<file path="src/rtl/valve_scan_scheduler.sv">
// Scans N_CH valve sensors one at a time: settle, count falling edges over a window,
// then classify the count into a 3-bit note code held until the channel is next measured.
module valve_scan_scheduler #(
    parameter int          N_CH          = 3,
    parameter int          WINDOW_CYCLES = 25_000_000,
    parameter int          SETTLE_CYCLES = 1000,
    parameter int unsigned TH_LOW        = 15,
    parameter int unsigned TH_MID        = 30
) (
    input  logic                clk,
    input  logic                rst,
    input  logic                run,
    input  logic [N_CH-1:0]     sensor,
    output logic                busy,
    output logic [2:0]          ch_sel,
    output logic [3*N_CH-1:0]   codes,
    output logic [31:0]         count_last,
    output logic [N_CH-1:0]     code_valid,
    output logic                frame_done
);

    typedef enum logic [1:0] {IDLE, SETTLE, MEASURE, CLASSIFY} state_t;

    localparam logic [31:0] SETTLE_LAST = 32'(SETTLE_CYCLES - 1);
    localparam logic [31:0] WIN_LAST    = 32'(WINDOW_CYCLES - 1);
    localparam logic [31:0] TH_LOW_U    = 32'(TH_LOW);
    localparam logic [31:0] TH_MID_U    = 32'(TH_MID);
    localparam logic [2:0]  CH_LAST     = 3'(N_CH - 1);

    state_t            state;
    logic [N_CH-1:0]   sync1;
    logic [N_CH-1:0]   sync2;
    logic              sync_sel;
    logic              prev_sel;
    logic              fall;
    logic [31:0]       settle_cnt;
    logic [31:0]       win_cnt;
    logic [31:0]       count;
    logic [2:0]        code_next;

    always_comb begin
        sync_sel = 1'b1;
        for (int i = 0; i < N_CH; i++) begin
            if (ch_sel == 3'(i)) sync_sel = sync2[i];
        end
    end

    assign fall = prev_sel & ~sync_sel;
    assign busy = (state != IDLE);

    always_comb begin
        code_next = 3'd4;
        if (count <= TH_LOW_U)      code_next = 3'd2;
        else if (count <= TH_MID_U) code_next = 3'd3;
    end

    // prev_sel tracks whichever channel is selected, so a switch never pairs two channels past SETTLE
    always_ff @(posedge clk or negedge rst) begin
        if (!rst) begin
            sync1    <= '1;
            sync2    <= '1;
            prev_sel <= 1'b1;
        end else begin
            sync1    <= sensor;
            sync2    <= sync1;
            prev_sel <= sync_sel;
        end
    end

    always_ff @(posedge clk or negedge rst) begin
        if (!rst) begin
            state      <= IDLE;
            ch_sel     <= 3'd0;
            codes      <= '0;
            count_last <= '0;
            code_valid <= '0;
            frame_done <= 1'b0;
            settle_cnt <= '0;
            win_cnt    <= '0;
            count      <= '0;
        end else begin
            frame_done <= 1'b0;
            case (state)
                IDLE: begin
                    if (run) begin
                        state      <= SETTLE;
                        ch_sel     <= 3'd0;
                        settle_cnt <= '0;
                    end
                end
                SETTLE: begin
                    if (settle_cnt == SETTLE_LAST) begin
                        state   <= MEASURE;
                        win_cnt <= '0;
                        count   <= '0;
                    end else begin
                        settle_cnt <= settle_cnt + 32'd1;
                    end
                end
                MEASURE: begin
                    if (fall && count != '1) count <= count + 32'd1;
                    if (win_cnt == WIN_LAST) state <= CLASSIFY;
                    else                     win_cnt <= win_cnt + 32'd1;
                end
                CLASSIFY: begin
                    count_last <= count;
                    settle_cnt <= '0;
                    for (int i = 0; i < N_CH; i++) begin
                        if (ch_sel == 3'(i)) begin
                            codes[3*i +: 3] <= code_next;
                            code_valid[i]   <= 1'b1;
                        end
                    end
                    // the last channel always finishes its frame before honouring run==0
                    if (ch_sel != CH_LAST) begin
                        ch_sel <= ch_sel + 3'd1;
                        state  <= SETTLE;
                    end else begin
                        frame_done <= 1'b1;
                        ch_sel     <= 3'd0;
                        state      <= run ? SETTLE : IDLE;
                    end
                end
                default: state <= IDLE;
            endcase
        end
    end

endmodule

</file>
<file path="config.mk">
export PLATFORM = sky130hd
export DESIGN_NAME = valve_scan_scheduler
export DESIGN_NICKNAME = d
export VERILOG_FILES = /design/src/rtl/valve_scan_scheduler.sv
export SDC_FILE = /design/constraint.sdc
export NUM_CORES = 1
export LEC_CHECK = 0
export ABC_AREA = 0
export BUFFER_PORTS_ARGS = -buffer_cell sky130_fd_sc_hd__buf_2
export CORE_AREA = 2 2 157 159
export CTS_CLUSTER_SIZE = 8
export DETAILED_ROUTE_END_ITERATION = 6
export DIE_AREA = 0 0 159 161
export GPL_TIMING_DRIVEN = 1
export PLACE_DENSITY = 0.48
export SLEW_MARGIN = 20
export SYNTH_ARGS = -nofsm -noshare
export SYNTH_HDL_FRONTEND = slang
export SYNTH_SLANG_ARGS = --single-unit
</file>
<file path="constraint.sdc">
create_clock -name clk -period 3.49 [get_ports clk]
set_input_delay 0.349 -clock clk [delete_from_list [all_inputs] [get_ports clk]]
set_output_delay 0.349 -clock clk [all_outputs]
set_load 0.1 [all_outputs]
</file>
==> impl_metrics.yaml <==
run_status:
  status: "complete, no violations"
timing:
  setup_slack_ns: 0.659
  drv_slew: 0
  clock_skew_ns: 0.0109
  fin_crit_sh_pct: 81.1
  setup_viol: 0
  tightestPinTransition_ns: 0.826
  hold_viol_final: 0
  relSlewSlack_pct: 44.9
  clock.fmax_ghz: 0.353
  tns_ns: 0
  rsz0062_at_grt: "no"
  fin_crit_ns: 2.83
power_and_ir_drop:
  power.density_mw_per_mm2: 610
  pwr-share-seq_pct: 34.8
  report.power.total_mw: 5.83
  pwr-share-comb_pct: 33.0
  power.internal_mw: 3.33
  pwr-share-clk_pct: 32.2
  switching_power_mw: 2.49
  swShare_pct: 42.8
  vdd_drop_max_v: 0.000361
  p_leak_nw: 4.21
floorplanning:
  die_area_mm2: 0.0256
  ios: 55
  die_w_um: 159
  die_h_um: 161
  start_util_pct: 34.6
  core_mm2: 0.0240
  row_count: 57
synthesis:
  synth_seq_cells: 153
  yosysWarningCount: 0
  netlist_area_mm2: 0.00828
  syn_nets: 861
  synth_edf_count: 0
  synth-async-reset-ratio_pct: 100
  yosysSeqAreaShare_pct: 46.3
  synth_cells: 847
  synth_ff_type: "dfrtp_1"
  syn_avg_cell_area_um2: 9.78
  synth_cell_type_count: 71
route:
  dr.pass1.iters: 4
  via_per_inst: 5.36
  final_antenna_net_count: 0
  detail_route.wl_per_cell_um: 16.7
  drt-initial-drc-count: 401
  num_vias: 6597
  finalWirelength_um: 20600
  route.detailed.drc: 0
clock_tree:
  clock-sinks: 153
  clock_path_buffers: 2
  h-tree-depth: 4
  clkLatencyLatePin_ns: 0.43
  cts_root_buf: "clkbuf_16"
  cts_buffers: 17
  cts_tree: "built"
  clkSlewWorstSetupHoldPaths_ns: 0.07
  postCtsSetupRepairBufs: 0
critical_path:
  critPathSlowestCell: "nor4_1"
  cp_data_required_time_ns: 3.80
  r2r_cells: 7
  cp.arrival_ns: 3.14
  worstSetupPathType: "reg2reg"
  critPathMostFrequentCell: "nand3_1"
  cp-start-kind: "flop"
  crit_chain: "ha_1, or4b_1, nor4_1, nand3_1, nand3_1, a211oi_1, or2_1"
  cp-endpoint: "win_cnt[6]"
  critical_path.startpoint: "win_cnt[0]"
  r2r_start: "win_cnt[0]"
  r2r-end: "win_cnt[6]"
  ff2ff_setup_slack_ns: 0.66
  critPathCaptureType: "flop"
  worst-path-max-fanout: 8
  cp_slowest_stage_delay_ns: 0.58
grt:
  grt_pass1_wl_um: 35300
  grt_overflow: 0
  antenna_found_initial: 0
  track_usage_pct: 16.8
  grt_max_degree: 104
  grt_pass1_vias: 6608
placement:
  io_buffers: 54
  placed_cell_area_mm2: 0.00890
  gp_congestion: 0.810
  preCtsSetupSlack_ns: 0.707
  dp_hpwl_um: 14100
flow_run:
  maxCapViolCount: 0
min_path:
  hp-class: "in2reg"
  min_path_cells: 1
final_layout:
  area_growth_syn_to_layout_pct: 15.4
  fillers: 2421
  antennaDiodeCount: 0
  fin_area_mm2: 0.00956
  drive_gt1_share_pct: 19.0
  nets: 908
[sequential cells by signal, indices dropped and copies added, names as in the netlist]
name and flops:
codes 9, prev_sel 1, state 2, sync1 3
win_cnt 32, frame_done 1, count_last 32, sync2 3
ch_sel 3, settle_cnt 32, code_valid 3, count 32
[worst max-delay path: cells and delay by family, from the launching register on]
| family | cells | cell delay, ns |
|---|---|---|
| flip-flops | 1 | 0.47 |
| AO/OA/AOI/OAI | 1 | 0.06 |
| AND/OR/NAND/NOR | 5 | 1.82 |
| adder cells (fa/ha/maj) | 1 | 0.36 |
[power groups by stage]
stage / Sequential (mW) / Combinational, mW / Clock, mW
2_1_floorplan: 2.50 / 1.01 / 0
3_3_place_gp: 2.06 / 1.92 / 0
3_5_place_dp: 2.06 / 1.93 / 0
4_1_cts: 2.03 / 1.93 / 1.93
5_1_grt: 2.05 / 2.09 / 2.01
6_report: 2.03 / 1.92 / 1.88
[layout make-up]
| cell class | count | area [µm²] | share of cell area (%) |
|---|---|---|---|
| clock buffers | 17 | 425 | 4.45 |
| repair buffers | 72 | 464 | 4.86 |
| flip-flops and latches | 153 | 3840 | 40.1 |
| inverters | 18 | 67.6 | 0.707 |
| clock inverters | 15 | 174 | 1.82 |
| multi-input cells | 632 | 4190 | 43.8 |
| well taps | 324 | 405 | 4.24 |
[cell usage in the layout, fill, tap and decap left out, drive strengths merged, types with 6 or more instances in the layout]
cell type	n
a21oi	30
a31oi	14
and2	17
and3	22
and4	12
buf	69
clkbuf	17
dfrtp	146
dfstp	7
ha	8
inv	26
mux2	37
mux2i	13
nand2	79
nand2b	7
nand3	46
nand4	42
nor2	65
nor3	21
nor4	24
nor4b	6
o21ai	46
o22ai	7
o31ai	14
o41ai	11
or3	17
xnor2	8
xor2	26
[stage by stage]
stage | instances | hold slack (ns) | util, %
global route | 1231 | 0.00682 | 39.9
floorplan | 847 | 0.0534 | -
global placement | 1195 | 0.348 | 37.2
detailed placement | 1195 | 0.347 | 37.2
CTS | 1229 | 0.000117 | 39.7
finish | 1231 | 0.0173 | 39.9
[routing by layer]
layer / vias to the layer above / wire length [µm] / share of wire [%] / track usage [%]
li1: 3244 / - / - / -
met1: 3223 / 9790 / 47 / 22.9
met2: 104 / 9910 / 48 / 27.7
met3: 26 / 573 / 2.8 / 2.47
met4: 0 / 335 / 1.6 / 5.29
met5: - / 0 / 0 / 0
[kinds of logic after synthesis]
group           share of synthesized area, %
xor+xnor                                3.59
buf+inv                                 3.25
simple gates                            25.9
flops                                   46.3
mux                                     6.60
compound gates                          13.1
fa+ha+maj                               1.21
[Yosys cell counts (7+ instances only)]
cell / number / share of area [%]
mux2_2: 36 / 4.9
mux2i_1: 13 / 1.6
dfstp_2: 7 / 2.2
o41ai_1: 7 / 0.74
a31oi_1: 14 / 1.1
nand2_1: 79 / 3.6
ha_1: 8 / 1.2
clkbuf_1: 27 / 1.2
buf_2: 11 / 0.66
nand2b_1: 7 / 0.53
o31ai_1: 13 / 1.2
o22ai_1: 7 / 0.53
nand4_1: 41 / 3.1
xor2_1: 26 / 2.7
and3_1: 22 / 1.7
nor2_1: 65 / 2.9
and4_1: 12 / 1.3
nor3_1: 17 / 1.0
inv_1: 18 / 0.82
xnor2_1: 8 / 0.85
nand3_1: 46 / 2.8
a21oi_1: 30 / 1.8
o21ai_0: 40 / 2.4
dfrtp_1: 146 / 44
and2_1: 13 / 0.98
nor4_1: 21 / 1.6
or3_1: 17 / 1.3
[worst min-delay path by stage]
| stage | start | endpoint | slack, ns |
|---|---|---|---|
| final | sensor[0] | sync1[0] | 0.02 |
| after global routing | sensor[0] | sync1[0] | 0.007 |
| after CTS | sensor[0] | sync1[0] | 0.0001 |
| after detailed placement | sync1[0] | sync2[0] | 0.35 |
| after global placement | sync1[0] | sync2[0] | 0.35 |
| after floorplan | rst | ch_sel[0] | 0.05 |
[repair_timing]
action,in CTS,in global routing
gates resized for setup,0,0
endpoints found under the setup margin,0,0
hold buffers,2,1
endpoints found under the hold margin,2,26
(Power assumes the default switching activity.)
